**config.mk**
```make
export PLATFORM = sky130hd
export DESIGN_NAME = cp0_exc_unit
export DESIGN_NICKNAME = d
export VERILOG_FILES = /design/src/rtl/cp0_exc_unit_pkg.sv /design/src/rtl/cp0_exc_unit.sv
export SDC_FILE = /design/constraint.sdc
export NUM_CORES = 1
export LEC_CHECK = 0
export ABC_AREA = 1
export BUFFER_PORTS_ARGS = -buffer_cell sky130_fd_sc_hd__buf_4
export CAP_MARGIN = 20
export CORE_UTILIZATION = 30
export DETAILED_ROUTE_END_ITERATION = 8
export PLACE_DENSITY = 0.7
export SLEW_MARGIN = 20
export SYNTH_ARGS = -nofsm -noshare
export SYNTH_HDL_FRONTEND = slang
export SYNTH_SLANG_ARGS = --single-unit
```
**constraint.sdc**
```tcl
create_clock -name clk -period 1.5 [get_ports clk]
set_input_delay 0.075 -clock clk [delete_from_list [all_inputs] [get_ports clk]]
set_output_delay 0.075 -clock clk [all_outputs]
set_load 0.1 [all_outputs]
```
**src/rtl/cp0_exc_unit_pkg.sv**
```systemverilog
// CP0 register numbers, exception codes and SR/Cause field positions shared by
// the M-stage trap logic and the pipeline registers that feed it.
package cp0_exc_unit_pkg;

  localparam logic [4:0] CP0_SR      = 5'd12;
  localparam logic [4:0] CP0_CAUSE   = 5'd13;
  localparam logic [4:0] CP0_EPC     = 5'd14;

  localparam logic [4:0] EXC_INT     = 5'd0;
  localparam logic [4:0] EXC_ADEL    = 5'd4;
  localparam logic [4:0] EXC_ADES    = 5'd5;
  localparam logic [4:0] EXC_SYSCALL = 5'd8;
  localparam logic [4:0] EXC_RI      = 5'd10;
  localparam logic [4:0] EXC_OV      = 5'd12;

  localparam int SR_IE_BIT     = 0;
  localparam int SR_EXL_BIT    = 1;
  localparam int SR_IM_LSB     = 10;
  localparam int CAUSE_EXC_LSB = 2;
  localparam int CAUSE_IP_LSB  = 10;
  localparam int CAUSE_BD_BIT  = 31;

  typedef enum logic [1:0] {
    TRAP_NONE = 2'd0,
    TRAP_INT  = 2'd1,
    TRAP_EXC  = 2'd2
  } trap_kind_e;

  // A delay-slot instruction returns to its branch so the branch re-executes.
  function automatic logic [31:0] epc_target(input logic [31:0] pc, input logic bd);
    return bd ? (pc - 32'd4) : pc;
  endfunction

endpackage

```
**src/rtl/cp0_exc_unit.sv**
```systemverilog
// M-stage CP0: SR/Cause/EPC register file, trap decision and ERET support.
// req/rdata/epc_out are combinational from current state; all updates land on the next edge.
module cp0_exc_unit
  import cp0_exc_unit_pkg::*;
#(
  parameter logic [31:0] HANDLER_PC = 32'h0000_4180,
  parameter int          IM_W       = 6
) (
  input  logic            clk,
  input  logic            rst_n,
  input  logic [31:0]     pc_m,
  input  logic            bd_m,
  input  logic [4:0]      exc_code_m,
  input  logic [IM_W-1:0] hw_int,
  input  logic            we,
  input  logic [4:0]      addr,
  input  logic [31:0]     wdata,
  input  logic            eret,
  output logic [31:0]     rdata,
  output logic [31:0]     epc_out,
  output logic [31:0]     handler_pc,
  output logic            req
);

  logic [IM_W-1:0] im_q, im_d;
  logic [IM_W-1:0] ip_q, ip_d;
  logic            ie_q, ie_d;
  logic            exl_q, exl_d;
  logic            bd_q, bd_d;
  logic [4:0]      exc_code_q, exc_code_d;
  logic [31:0]     epc_q, epc_d;

  logic            int_req;
  logic            exc_req;
  trap_kind_e      trap_kind;
  logic [31:0]     sr_rd;
  logic [31:0]     cause_rd;

  assign int_req = ie_q & ~exl_q & (|(hw_int & im_q));
  assign exc_req = (exc_code_m != EXC_INT) & ~exl_q;

  // Gating with rst_n keeps req low while reset is held even if an upstream
  // exception code is still present.
  always_comb begin
    trap_kind = TRAP_NONE;
    if (rst_n) begin
      if (int_req) begin
        trap_kind = TRAP_INT;
      end else if (exc_req) begin
        trap_kind = TRAP_EXC;
      end
    end
  end

  assign req        = (trap_kind != TRAP_NONE);
  assign epc_out    = epc_q;
  assign handler_pc = HANDLER_PC;

  always_comb begin
    sr_rd                              = '0;
    sr_rd[SR_IM_LSB +: IM_W]           = im_q;
    sr_rd[SR_EXL_BIT]                  = exl_q;
    sr_rd[SR_IE_BIT]                   = ie_q;
    cause_rd                           = '0;
    cause_rd[CAUSE_BD_BIT]             = bd_q;
    cause_rd[CAUSE_IP_LSB +: IM_W]     = ip_q;
    cause_rd[CAUSE_EXC_LSB +: 5]       = exc_code_q;
    case (addr)
      CP0_SR:    rdata = sr_rd;
      CP0_CAUSE: rdata = cause_rd;
      CP0_EPC:   rdata = epc_q;
      default:   rdata = '0;
    endcase
  end

  always_comb begin
    im_d       = im_q;
    ie_d       = ie_q;
    exl_d      = exl_q;
    bd_d       = bd_q;
    exc_code_d = exc_code_q;
    epc_d      = epc_q;
    ip_d       = hw_int;
    if (req) begin
      // The trapping instruction must not commit, so any MTC0 or ERET is dropped.
      exl_d      = 1'b1;
      exc_code_d = (trap_kind == TRAP_INT) ? EXC_INT : exc_code_m;
      bd_d       = bd_m;
      epc_d      = epc_target(pc_m, bd_m);
    end else begin
      if (we && (addr == CP0_SR)) begin
        im_d  = wdata[SR_IM_LSB +: IM_W];
        exl_d = wdata[SR_EXL_BIT];
        ie_d  = wdata[SR_IE_BIT];
      end
      if (we && (addr == CP0_EPC)) begin
        epc_d = {wdata[31:2], 2'b00};
      end
      if (eret) begin
        exl_d = 1'b0;
      end
    end
  end

  always_ff @(posedge clk or negedge rst_n) begin
    if (!rst_n) begin
      im_q       <= '0;
      ip_q       <= '0;
      ie_q       <= 1'b0;
      exl_q      <= 1'b0;
      bd_q       <= 1'b0;
      exc_code_q <= EXC_INT;
      epc_q      <= '0;
    end else begin
      im_q       <= im_d;
      ip_q       <= ip_d;
      ie_q       <= ie_d;
      exl_q      <= exl_d;
      bd_q       <= bd_d;
      exc_code_q <= exc_code_d;
      epc_q      <= epc_d;
    end
  end

endmodule

```
==> out/qor.txt, run 1 <==
placed instance area: 5489 sq um
grt ovf: 0
failing checks: negative hold slack, negative setup slack
hold depth: 3
maximum buffer depth of the clock tree: 2
Antenna diodes: 0
CP bufs+invs: 3
syn avg cell area: 6.479 sq um
Hold Path End: epc_out[0]$_DFFE_PN0P_
drt first-iter violations: 299
first-pass GRT wire length: 20110 microns
Post-Synthesis Cell Area: 3861 sq um
Syn-to-layout area delta: 58.49%
delay-heaviest family, CP: flip-flops
Final Cell Area: 6120 sq um
clock skew: 7.759 ps
drt first pass iters: 5
Power Density: 1210 nW/um^2
unrepaired setup endpoints after global routing: yes
IO Count: 182
reg-to-reg slack, setup: -80 ps
worst hold path class: primary input to flop
DRC errors left: 0
Rel. slew slack: 54.01%
die width: 115.5 microns
register area: 1341 sq um
routed length per placed instance: 14.57 microns
clk sinks: 52
vias per inst: 4.531
pin count of the biggest net entering global routing: 53
cell mode on critical path: nand2_1
Synth cell types: 35
critical hold path startpoint: pc_m[0]
worst r2r src: im_q[5]$_DFFE_PN0P_
critical path's slowest cell: dfrtp_1
Pleak: 3.189 nW
Final Hold Fails: 2
most common cell after layout, fill and taps aside: buf_4
antenna violations before repair: 0
Rows: 41
Yosys reg bits: 52
TritonCTS clock tree: yes
number of global-route vias before repair: 3967
fin crit share: 107.4%
Inserted Clock Buffers: 5
crit-path max FO: 3
max-slew violations: 0
CTS clk-pin slew, worst paths: 70 ps
via count: 4327
die height: 115.5 microns
layout cells sized above 1: 41.38%
Starting Density: 30.72%
final hold slack: -6.941 ps
routability cong.: 0.8584
CP max stage delay: 360 ps
Worst-Skew Late Latency: 300 ps
Tmin final: 1611 ps
status: finished, violations left
root buf cell: clkbuf_16
R2R cell count: 11
Worst EP required: 1420 ps
Setup Crit Path Kind: flop to primary output
Synth Instances: 596
# H-tree levels: 2
commonest non-fill, non-tap cells in the layout: 173 x buf_4, 167 x nand2_1, 75 x inv_1, 61 x nor2_1
Crit. End Element: primary output
DRT Wirelength: 13910 microns
Synth warnings: 0
Die Footprint: 13330 sq um
Post-Place Worst Slack: -32.10 ps
crit-path cells: nand2_1 > nand2_1 > inv_1 > nand2_1 > nand2_2 > a21oi_4 > buf_6 > buf_12
nets: 868
Slew @ Worst Pin: 689.9 ps
area of the multi-input gates: 2401 sq um
VDD IR-drop max: 0.5455 mV
Worst Path Arrival: 1540 ps
r2r endpoint: epc_out[26]$_DFFE_PN0P_
Fillers: 1227
Power, Total: 7.402 mW
# setup viols final: 31
Detail Route Antenna Nets: 0
Max-Cap Viols: 0
gr usage total: 19.82%
PortBufs: 149
utilization after layout: 48.69%
sequential-to-total area share from yosys stat: 33.70%
core area: 12570 sq um
CP startpoint kind: flop
FMAX: 0.6208 GHz
DPL Wire Length: 10750 microns
Final WS setup: -110.8 ps
[worst reg2reg max path, stage by stage, from the launching register on]
cell	delay, ps
dfrtp_1	360
nand2_1	80
nand2_1	80
inv_1	50
nand2_1	70
nand2_2	110
a21oi_4	190
buf_4	150
buf_12	130
nand3_1	130
nand2_1	80
nand2_1	50
[what timing repair did]
item	in CTS	in global routing
endpoints found under the setup margin	17	40
pin swaps	4	14
hold buffers	7	0
buffers inserted	2	4
endpoints found under the hold margin	58	0
resized for setup	9	51
cloned	0	6
[stage by stage]
| stage | hold WS, ps | instances | TNS [ps] |
|---|---|---|---|
| 2_1_floorplan | -220.6 | 626 | 0 |
| 3_3_place_gp | 200.0 | 928 | -12.28 |
| 6_report | -6.941 | 955 | -1281 |
| 3_5_place_dp | 198.2 | 928 | -122.2 |
| 4_1_cts | 6.778 | 945 | -80.00 |
| 5_1_grt | 15.56 | 955 | -3909 |
[registers in the layout (all words and copies together) (netlist names)]
signal and cells:
ip_q 6, exc_code_q 5, bd_q 1, epc_out 32, exl_q 1, im_q 6
ie_q 1
[final cells by class]
class / count / area share, %
clock buffer: 6 / 2.106
clock inverter: 2 / 0.6338
inverter: 85 / 5.439
multi-input combinational: 443 / 39.24
sequential: 52 / 21.92
tap: 172 / 3.517
timing repair buffer: 195 / 27.15
[cells in the mapped netlist]
library cell    n  area [sq um]
o21ai_2         1         8.760
nand3b_1        1         7.510
nand4_1         6         37.54
nand2_4         3         33.78
inv_1          76         285.3
nor2_1         87         326.6
clkinv_2        1         5.000
nand3_2         1         10.01
a21oi_1         5         25.02
buf_4          33         247.7
nand3_1        33         165.2
nand2_2         6         37.54
inv_2           8         30.03
o21ai_1        32         160.2
buf_2           7         35.03
dfrtp_1        52          1301
nor2_2          2         12.51
nor2_4          4         45.04
nand4_2         1         12.51
clkbuf_1        4         15.01
xnor2_1         2         17.52
conb_1          2         7.510
nand2_1       178         668.1
xor2_1         11         96.34
o21ai_0        24         120.1
o22ai_1         4         25.02
buf_6           3         33.78
nor3_2          1         10.01
a21oi_2         2         17.52
ha_1            1         12.51
o211ai_1        1         7.510
a22o_1          1         8.760
and2_1          1         6.260
nor2_8          1         20.02
o311ai_0        1         8.760
[how the worst max path moves through the flow]
stage,from,end,slack [ps],cells after the start
6_report,im_q[5]$_DFFE_PN0P_,req,-110,8
5_1_grt,im_q[3]$_DFFE_PN0P_,epc_out[22]$_DFFE_PN0P_,-150,11
4_1_cts,im_q[4]$_DFFE_PN0P_,req,-30,8
3_5_place_dp,im_q[4]$_DFFE_PN0P_,epc_out[25]$_DFFE_PN0P_,-30,11
3_3_place_gp,im_q[4]$_DFFE_PN0P_,epc_out[23]$_DFFE_PN0P_,-8,11
2_1_floorplan,epc_out[0]$_DFFE_PN0P_,rdata[0],7,2
[cells by family after synthesis]
logic type	Yosys count	synth area share, %
fa+ha+maj	1	0.3240
xor+xnor	13	2.949
buf+inv	132	16.88
simple gates	325	36.07
compound gates	71	9.883
other cells	2	0.1945
flops	52	33.70
[layer usage]
| layer | track usage, % | share of wire [%] | up-vias |
|---|---|---|---|
| met5 | 0 | 0 | - |
| met3 | 2.406 | 6.3 | 9 |
| met2 | 31.82 | 48 | 161 |
| li1 | - | - | 2149 |
| met1 | 27.51 | 44 | 2008 |
| met4 | 6.926 | 1.4 | 0 |
[where the power goes]
part / leakage, nW / internal, mW / switching (mW)
clock: 0.0815 / 0.795 / 0.532
combinational: 2.52 / 0.998 / 3.06
sequential: 0.590 / 1.74 / 0.273
Note: power is estimated with default switching activity, not from simulation.
==> run 2, diff against run 1 <==
Settings changed: ABC_AREA 1 to 0, PLACE_DENSITY 0.7 to 0.71.
==> run 2 against run 1 <==
Effect of this change:
- the run ends with negative setup slack left
- largest power group unchanged
- wire length fell by 23%
- sequential share of layout area up 1.8 points
- fmax down 5.2%
- critical path type is now flop to flop
- final area decreased by 8.0%
==> out/qor.txt, run 2 <==
DRC errors left: 0
critical path's slowest cell: dfrtp_1
post-synth top area share: 37.52%
most common cell after layout, fill and taps aside: buf_4
Net Sw Frac: 50.23%
Starting Density: 31.44%
status: finished, violations left
EDFF count, synth: 0
DPL Wire Length: 8158 microns
crit-path max FO: 7
first-pass GRT wire length: 16340 microns
clk sinks: 52
worst hold path class: primary input to flop
PortBufs: 149
met1 usage: 22.09%
max-slew violations: 0
grt ovf: 0
Rows: 38
fin crit share: 113.3%
Pleak: 2.606 nW
CP bufs+invs: 1
Worst Path Arrival: 1870 ps
Yosys reg bits: 52
routability cong.: 0.8037
syn avg cell area: 9.450 sq um
Syn-to-layout area delta: 62.34%
CTS clk-pin slew, worst paths: 70 ps
# H-tree levels: 2
placed instance area: 5136 sq um
vias per inst: 4.743
Synth Instances: 367
Final WS setup: -198.9 ps
nets: 661
max reg flops: 32
Reg power frac: 28.8%
die height: 109.5 microns
IO Count: 182
Die Footprint: 11990 sq um
Synth cell types: 45
failing checks: negative setup slack
root buf cell: clkbuf_16
Crit. End Element: flop
Antenna diodes: 0
Worst-Skew Late Latency: 290 ps
routed length per placed instance: 14.90 microns
leading post-synthesis cells by cell area: dfrtp_1 38%, mux2_2 8.4%, buf_4 7.1%, xnor2_1 5.6%, mux2i_1 5.2%
number of global-route vias before repair: 3322
Synth warnings: 0
CP max stage delay: 400 ps
utilization after layout: 51.04%
Gate power share: 54.2%
most common cell in the netlist: dfrtp_1
commonest non-fill, non-tap cells in the layout: 192 x buf_4, 32 x conb_1, 27 x dfrtp_2, 25 x mux2_2, 25 x dfrtp_1
Cell Int Power: 3.361 mW
Post-synth top cells: 52 x dfrtp_1, 33 x buf_4, 33 x nor2_1
Final Cell Area: 5630 sq um
routing usage on met2: 31.81%
sequential-to-total area share from yosys stat: 37.52%
die width: 109.5 microns
VDD IR-drop max: 0.7362 mV
delay-heaviest family, CP: compound AO/OA/AOI/OAI gates
Post-Synthesis Cell Area: 3468 sq um
met3 usage: 2.905%
clock skew: 10.23 ps
FMAX: 0.5886 GHz
ys async rst share: 100.0%
Psw: 3.392 mW
layout cells sized above 1: 61.11%
unrepaired setup endpoints after global routing: yes
drt first pass iters: 4
via count: 3396
Slew @ Worst Pin: 667.0 ps
Tmin final: 1699 ps
Most used DFF post-synth: dfrtp_1
grt peak-use layer: met2
clock share of power: 17.1%
CP startpoint kind: flop
Final Hold Fails: 0
core area: 11030 sq um
Worst EP required: 1670 ps
drt first-iter violations: 101
Inserted Clock Buffers: 5
Rel. slew slack: 55.54%
Synth area leader: dfrtp_1
pin count of the biggest net entering global routing: 53
Detail Route Antenna Nets: 0
antenna violations before repair: 0
crit-path cells: a22oi_2 > a31oi_2 > o21ai_2 > inv_2 > nor2_4 > mux2_2
Max-Cap Viols: 0
TritonCTS clock tree: yes
gr usage total: 17.69%
Setup Crit Path Kind: flop to flop
maximum buffer depth of the clock tree: 2
Power Density: 1199 nW/um^2
# setup viols final: 36
DRT Wirelength: 10670 microns
[run 2: cell types whose count changed after synthesis, moves of 14 or more]
cell	previous run	this run
mux2i_1	0	18
nor2_1	87	33
nor3_1	0	14
and2_1	1	18
nand3_1	33	2
inv_1	76	4
a21oi_1	5	21
o21ai_1	32	1
nand2_1	178	27
mux2_2	0	26
xnor2_1	2	22
[run 2: kinds of logic (layout without fill, tap and decap cells)]
group	after synthesis	after routing	synth area share, %
other cells	2	32	0.2165
simple gates	127	127	20.92
flops	52	52	37.52
buf+inv	53	232	9.668
mux	45	45	13.96
compound gates	62	62	11.04
fa+ha+maj	1	1	0.3607
xor+xnor	25	25	6.313
[run 2: what timing repair did]
action | CTS | global route
setup buffers | 4 | 6
gates resized for setup | 34 | 29
pin swaps | 1 | 2
hold buffers | 8 | 0
endpoints found under the hold margin | 59 | 0
cloned | 0 | 0
setup endpoints to repair | 37 | 50
[run 2: cell type report]
cell class | count | area [sq um]
Tap cell | 140 | 175.2
Timing Repair Buffer | 219 | 1795
Clock inverter | 2 | 16.27
Fill cell | 1032 | 5400
Clock buffer | 6 | 128.9
Multi-Input combinational cell | 292 | 2161
Inverter | 5 | 18.77
Sequential cell | 52 | 1335
[run 2: power by group through the flow]
stage          clock network [mW]  logic (mW)  registers [mW]
6_report                     1.15        3.66            1.94
5_1_grt                      1.23        3.80            1.99
4_1_cts                      1.19        3.57            1.95
3_5_place_dp                    0        3.45            1.96
3_3_place_gp                    0        3.42            1.95
2_1_floorplan                   0        1.16            3.38
[run 2: metal layers]
metal | wire length [microns] | vias up
met5 | 0 | -
met4 | 61 | 0
met3 | 646 | 6
met2 | 5415 | 119
met1 | 4546 | 1626
li1 | - | 1645
[run 2: worst paths after layout]
kind,start,to,slack [ps],cells after the start
min reg2reg,exc_code_q[1]$_DFFE_PN0P_,exc_code_q[1]$_DFFE_PN0P_,510,1
max in group asynchronous,rst_n,epc_out[18]$_DFFE_PN0P_,540,3
min,eret,exl_q$_DFFE_PN0P_,6,2
min in group asynchronous,rst_n,bd_q$_DFFE_PN0P_,480,3
max reg2reg,im_q[3]$_DFFE_PN0P_,im_q[3]$_DFFE_PN0P_,-200,6
max,im_q[3]$_DFFE_PN0P_,im_q[3]$_DFFE_PN0P_,-200,6
[run 2: stage by stage]
| stage | std cells | setup TNS (ps) | setup slack (ps) | hold WS, ps | total power [mW] |
|---|---|---|---|---|---|
| 6_report | 716 | -4390 | -198.9 | 5.563 | 6.753 |
| 3_5_place_dp | 691 | -5246 | -231.6 | 198.7 | 5.412 |
| 5_1_grt | 716 | -7124 | -263.5 | 19.27 | 7.023 |
| 2_1_floorplan | 397 | -1172 | -80.76 | -220.6 | 4.539 |
| 4_1_cts | 711 | -3950 | -201.7 | 9.294 | 6.703 |
| 3_3_place_gp | 691 | -2941 | -163.3 | 200.4 | 5.374 |
